### src/rtl/rs_dispatch.sv
// Decoder-port dispatcher for the reservation station: one-entry hold register
// that captures a decoded instruction, tracks its operands on the CDB and issues it.
module rs_dispatch #(
   parameter int TAG_W  = 4,
   parameter int DATA_W = 32,
   parameter int OP_W   = 6,
   parameter int IMM_W  = 32,
   parameter int ADDR_W = 32,
   parameter int REG_W  = 5
) (
   input  logic              clk,
   input  logic              rst,
   input  logic              rdy,
   input  logic              inst_valid,
   output logic              inst_ready,
   input  logic [OP_W-1:0]   inst_op,
   input  logic [REG_W-1:0]  inst_rd,
   input  logic [REG_W-1:0]  inst_rs1,
   input  logic [REG_W-1:0]  inst_rs2,
   input  logic [IMM_W-1:0]  inst_imm,
   input  logic [ADDR_W-1:0] inst_pc,
   output logic [REG_W-1:0]  reg_idx1,
   output logic [REG_W-1:0]  reg_idx2,
   input  logic [TAG_W-1:0]  reg_tag1,
   input  logic [TAG_W-1:0]  reg_tag2,
   input  logic [DATA_W-1:0] reg_data1,
   input  logic [DATA_W-1:0] reg_data2,
   output logic              rename_en,
   output logic [REG_W-1:0]  rename_rd,
   output logic [TAG_W-1:0]  rename_tag,
   input  logic              rob_idle,
   input  logic [TAG_W-1:0]  rob_free_tag,
   output logic              rob_alloc,
   input  logic              if_idle,
   output logic              if_issue_rs,
   output logic [TAG_W-1:0]  dest_rs,
   output logic [OP_W-1:0]   op_type_to_rs,
   output logic [TAG_W-1:0]  tag_rs1_to_rs,
   output logic [TAG_W-1:0]  tag_rs2_to_rs,
   output logic [DATA_W-1:0] data_rs1_to_rs,
   output logic [DATA_W-1:0] data_rs2_to_rs,
   output logic [IMM_W-1:0]  imm_to_rs,
   output logic [ADDR_W-1:0] pc_to_rs,
   input  logic              cdb_valid,
   input  logic [TAG_W-1:0]  cdb_tag,
   input  logic [DATA_W-1:0] cdb_data,
   input  logic              flush,
   output logic [31:0]       issued_count
);

   typedef enum logic {EMPTY = 1'b0, HOLD = 1'b1} state_t;

   typedef struct packed {
      logic [TAG_W-1:0]  tag;
      logic [DATA_W-1:0] data;
   } opnd_t;

   // Tag 0 means the value is already present and must never be captured.
   function automatic opnd_t snoop(input opnd_t o, input logic cv,
                                   input logic [TAG_W-1:0] ct, input logic [DATA_W-1:0] cd);
      opnd_t r;
      r = o;
      if (cv && (o.tag != '0) && (o.tag == ct)) begin
         r.tag  = '0;
         r.data = cd;
      end
      return r;
   endfunction

   state_t            state, state_nxt;
   logic              fire, accept;
   logic [OP_W-1:0]   op_p0;
   logic [REG_W-1:0]  rd_p0;
   logic [IMM_W-1:0]  imm_p0;
   logic [ADDR_W-1:0] pc_p0;
   opnd_t             src1_p0, src2_p0;
   opnd_t             src1_fwd, src2_fwd;

   always_ff @(posedge clk or negedge rst) begin
      if (!rst) state <= EMPTY;
      else      state <= state_nxt;
   end

   always_comb begin
      state_nxt  = state;
      fire       = 1'b0;
      inst_ready = 1'b0;
      if (rst && rdy && !flush) begin
         fire       = (state == HOLD) && if_idle && rob_idle;
         inst_ready = (state == EMPTY) || fire;
      end
      accept = inst_valid && inst_ready;
      if (flush)       state_nxt = EMPTY;
      else if (accept) state_nxt = HOLD;
      else if (fire)   state_nxt = EMPTY;
   end

   // Stage p0: hold register, filled on accept and snooping the CDB while waiting
   always_ff @(posedge clk or negedge rst) begin
      if (!rst) begin
         op_p0   <= '0;
         rd_p0   <= '0;
         imm_p0  <= '0;
         pc_p0   <= '0;
         src1_p0 <= '0;
         src2_p0 <= '0;
      end else if (accept) begin
         op_p0   <= inst_op;
         rd_p0   <= inst_rd;
         imm_p0  <= inst_imm;
         pc_p0   <= inst_pc;
         src1_p0 <= snoop({reg_tag1, reg_data1}, cdb_valid, cdb_tag, cdb_data);
         src2_p0 <= snoop({reg_tag2, reg_data2}, cdb_valid, cdb_tag, cdb_data);
      end else if (rdy && !flush && (state == HOLD)) begin
         src1_p0 <= snoop(src1_p0, cdb_valid, cdb_tag, cdb_data);
         src2_p0 <= snoop(src2_p0, cdb_valid, cdb_tag, cdb_data);
      end
   end

   always_ff @(posedge clk or negedge rst) begin
      if (!rst)      issued_count <= '0;
      else if (fire) issued_count <= issued_count + 32'd1;
   end

   assign src1_fwd = snoop(src1_p0, cdb_valid, cdb_tag, cdb_data);
   assign src2_fwd = snoop(src2_p0, cdb_valid, cdb_tag, cdb_data);

   assign if_issue_rs    = fire;
   assign rob_alloc      = fire;
   assign rename_en      = fire && (rd_p0 != '0);
   assign rename_rd      = rd_p0;
   // Pass-through fields are forced to zero while reset is held.
   assign rename_tag     = rst ? rob_free_tag : '0;
   assign dest_rs        = rst ? rob_free_tag : '0;
   assign reg_idx1       = rst ? inst_rs1 : '0;
   assign reg_idx2       = rst ? inst_rs2 : '0;
   assign op_type_to_rs  = op_p0;
   assign tag_rs1_to_rs  = src1_fwd.tag;
   assign data_rs1_to_rs = src1_fwd.data;
   assign tag_rs2_to_rs  = src2_fwd.tag;
   assign data_rs2_to_rs = src2_fwd.data;
   assign imm_to_rs      = imm_p0;
   assign pc_to_rs       = pc_p0;

endmodule

### config.mk
export PLATFORM = sky130hd
export DESIGN_NAME = rs_dispatch
export DESIGN_NICKNAME = d
export VERILOG_FILES = /design/src/rtl/rs_dispatch.sv
export SDC_FILE = /design/constraint.sdc
export NUM_CORES = 1
export LEC_CHECK = 0
export BUFFER_PORTS_ARGS = -buffer_cell sky130_fd_sc_hd__buf_2
export CAP_MARGIN = 20
export CORE_MARGIN = 2
export CORE_UTILIZATION = 40
export CTS_CLUSTER_DIAMETER = 200
export DETAILED_ROUTE_END_ITERATION = 12
export HOLD_SLACK_MARGIN = 0.06
export PLACE_DENSITY_LB_ADDON = 0.08
export SLEW_MARGIN = 25
export SYNTH_ARGS = -nofsm -noshare
export SYNTH_HDL_FRONTEND = slang
export SYNTH_SLANG_ARGS = --single-unit
### constraint.sdc
create_clock -name clk -period 2.75 [get_ports clk]
set_clock_uncertainty 0.15 [all_clocks]
set_input_delay 0 -clock clk [delete_from_list [all_inputs] [get_ports clk]]
set_output_delay 0 -clock clk [all_outputs]
set_load 0.1 [all_outputs]
==> results.md <==
- Outcome: finished clean
- Post-Syn Instances: 979
- Final setup violation count: 0
- Period Utilization, post-route: 95.1%
- Port bufs: 405
- Via density: 4.96
- DRT iter0 DRCs: 541
- Multi-input gate area: 4650 um2
- Initial antenna violation count: 5
- Detailed-router iteration count before antenna repair: 4
- DR DRC count: 0
- Slew margin rel.: 49.9%
- Root Driver: clkbuf_16
- Seq/Total Area, Yosys: 47.7%
- CP Cell Sequence: xnor2_1 -> nand3_1 -> or3_1 -> nor3_4 -> buf_6 -> a221o_1 -> dlygate4sd3_1
- Layout cells sized above 1: 36.8%
- Synth-to-layout area growth: 52.6%
- First-pass GRT wire length: 49500 um
- Post-Syn Area: 9440 um2
- Max Fclk: 382 MHz
- Routed Antenna Nets: 0
- RR Startpoint: src1_p0[33]
- Final Hold Vio Count: 0
- Chip width: 158 um
- Total grt overflow: 0
- CP Class: reg -> reg
- Gr usage total: 25.4%
- Detailed Place HPWL: 21500 um
- Req. time, crit path: 2.96 ns
- Commonest cells after routing, fill and taps aside: 372 x buf_2, 304 x nand2_1, 184 x dlygate4sd3_1
- Lkg Pwr: 0.00709 uW
- Fill cells: 2019
- Cell row count: 56
- Crit path depth: 7
- H-Tree Depth: 4
- Max-cap violations: 0
- I/O Pins: 406
- Core ar.: 23300 um2
- Post-synthesis xor/xnor area fraction: 3.99%
- Die height: 158 um
- Startpoint Class: flip-flop
- Worst-Skew Late Latency: 0.43 ns
- Tmin final: 2.62 ns
- Simple-gate portion of the synthesized area: 20.9%
- Routed via count: 9347
- CTS tree: yes
- Post-synthesis mux area share: 14.5%
- Peak VDD IR: 0.578 mV
- CP max-delay cell: dlygate4sd3_1
- Reg2reg path depth: 7
- Pwr dens: 793 nW/um2
- Worst Path Max Fanout: 17
- Sequential cell area: 4500 um2
- Drt wl/cell: 17.1 um
- Gpl congestion: 0.838
- Largest net degree at the start of global routing: 75
- CP max stage delay: 0.55 ns
- Die area: 24800 um2
- Worst hold-check path type: in -> async
- Crit path from: src1_p0[33]
- CP endpoint kind: flip-flop
- Initial core utilization: 40.4%
- Synthesized area per cell: 9.64 um2
- RSZ-0062 raised after global routing: yes
- Crit path buffers/inverters: 2
- EDFF count, synth: 0
- Syn_nets: 1185
- Min Hold Slack: 0.0466 ns
- Largest family of logic cells by synthesized area: simple AND/OR/NAND/NOR gates
- Synth Flop Type: dfrtp_1
- Count of cell types in the netlist: 41
- Worst-Margin Slew: 0.751 ns
- Clock slew at reported path FFs: 0.07 ns
- Post-layout util: 61.7%
- Vias in the first global route: 9241
- YS warnings: 0
- Async SR Flop Fraction: 100%
- Crit path max-delay family: simple AND/OR/NAND/NOR gates
- Sink Count: 180
- Clk buf depth: 2
- Final Slew Violations: 0
- Commonest non-fill, non-tap cell in the layout: buf_2
- Nets: 1755
- #FFs+latches synth: 180
- TritonCTS buffer count: 17
- Post-synthesis adder-cell area fraction: 0.133%
- Synth Area in Compound Gates: 9.06%
- WP data arrival: 2.82 ns
- Detailed-route wire length: 32200 um
[cells in the mapped netlist (20+ instances only)]
master,n,area (um2)
a221o_1,32,320
buf_2,30,150
clkbuf_1,30,113
dfrtp_1,180,4500
mux2_2,65,732
mux2i_1,64,641
nand2_1,304,1140
nand3_1,22,110
nor2_1,72,270
o221a_2,32,360
xnor2_1,23,201
xor2_1,20,175
[what timing repair did]
item / in CTS / in global routing
setup buffers: 0 / 5
hold buffers: 184 / 0
endpoints found under the setup margin: 4 / 67
gates resized for setup: 0 / 44
pin swaps: 0 / 2
endpoints found under the hold margin: 214 / 0
[routing by layer]
layer | share of wire (%) | wire, um | up-vias | track usage, %
li1 | - | - | 4484 | -
met1 | 43 | 13900 | 4510 | 32.8
met2 | 48 | 15600 | 292 | 42.4
met3 | 5.0 | 1600 | 61 | 4.87
met4 | 3.2 | 1030 | 0 | 9.87
met5 | 0 | 0 | - | 0
[final timing paths]
check	to	slack, ns
worst min-delay path	rename_rd[1]	0.05
min in group clk	src2_p0[32]	0.09
worst max register to register	src1_p0[10]	0.13
worst max-delay path	src1_p0[10]	0.13
max in group asynchronous	src1_p0[12]	1.18
worst min register to register	issued_count[31]	0.32
[power by group]
group	internal [uW]	switching, uW	leakage [uW]
Clock	1200	1170	0.000276
Combinational	1300	4390	0.00457
Sequential	3080	277	0.00225
Total	5590	5830	0.00709
[through the flow]
| step | instance area, um2 | instances | setup TNS (ns) | setup WS [ns] | total power [uW] |
|---|---|---|---|---|---|
| after floorplan | 9440 | 979 | -0.254 | -0.0848 | 7760 |
| after global placement | 11800 | 1660 | 0 | 0.475 | 8670 |
| after detailed placement | 11800 | 1660 | 0 | 0.457 | 8700 |
| after CTS | 14200 | 1875 | -0.0277 | -0.0124 | 11400 |
| after global routing | 14400 | 1883 | -0.0675 | -0.00748 | 11800 |
| final | 14400 | 1885 | 0 | 0.134 | 11400 |
[state kept, by name (all words and copies together), names as in the netlist]
register,count
state,1
src2_p0,36
op_type_to_rs,6
src1_p0,36
rename_rd,5
issued_count,32
pc_to_rs,32
imm_to_rs,32
[cell families (layout without fill, tap and decap cells)]
group	count (synthesis)	count (layout)
multiplexers	129	129
AO/OA/AOI/OAI	88	88
AND/OR/NAND/NOR	465	465
XOR/XNOR	43	43
buffers and inverters	73	655
flip-flops	180	180
adder cells (fa/ha/maj)	1	1
other	0	5
[area by class of cell]
type,instances,area share [%]
clock buffers,17,2.95
repair buffers,618,29.5
inverters,6,0.156
diodes,5,0.0869
flip-flops and latches,180,31.3
multi-input cells,726,32.3
clock inverters,14,0.956
well taps,319,2.77
[worst min-delay path: cells and delay by family]
kind / cells / cell delay, ns
buffers and inverters: 3 / 1.04
Power figures use the tool's default switching activity.
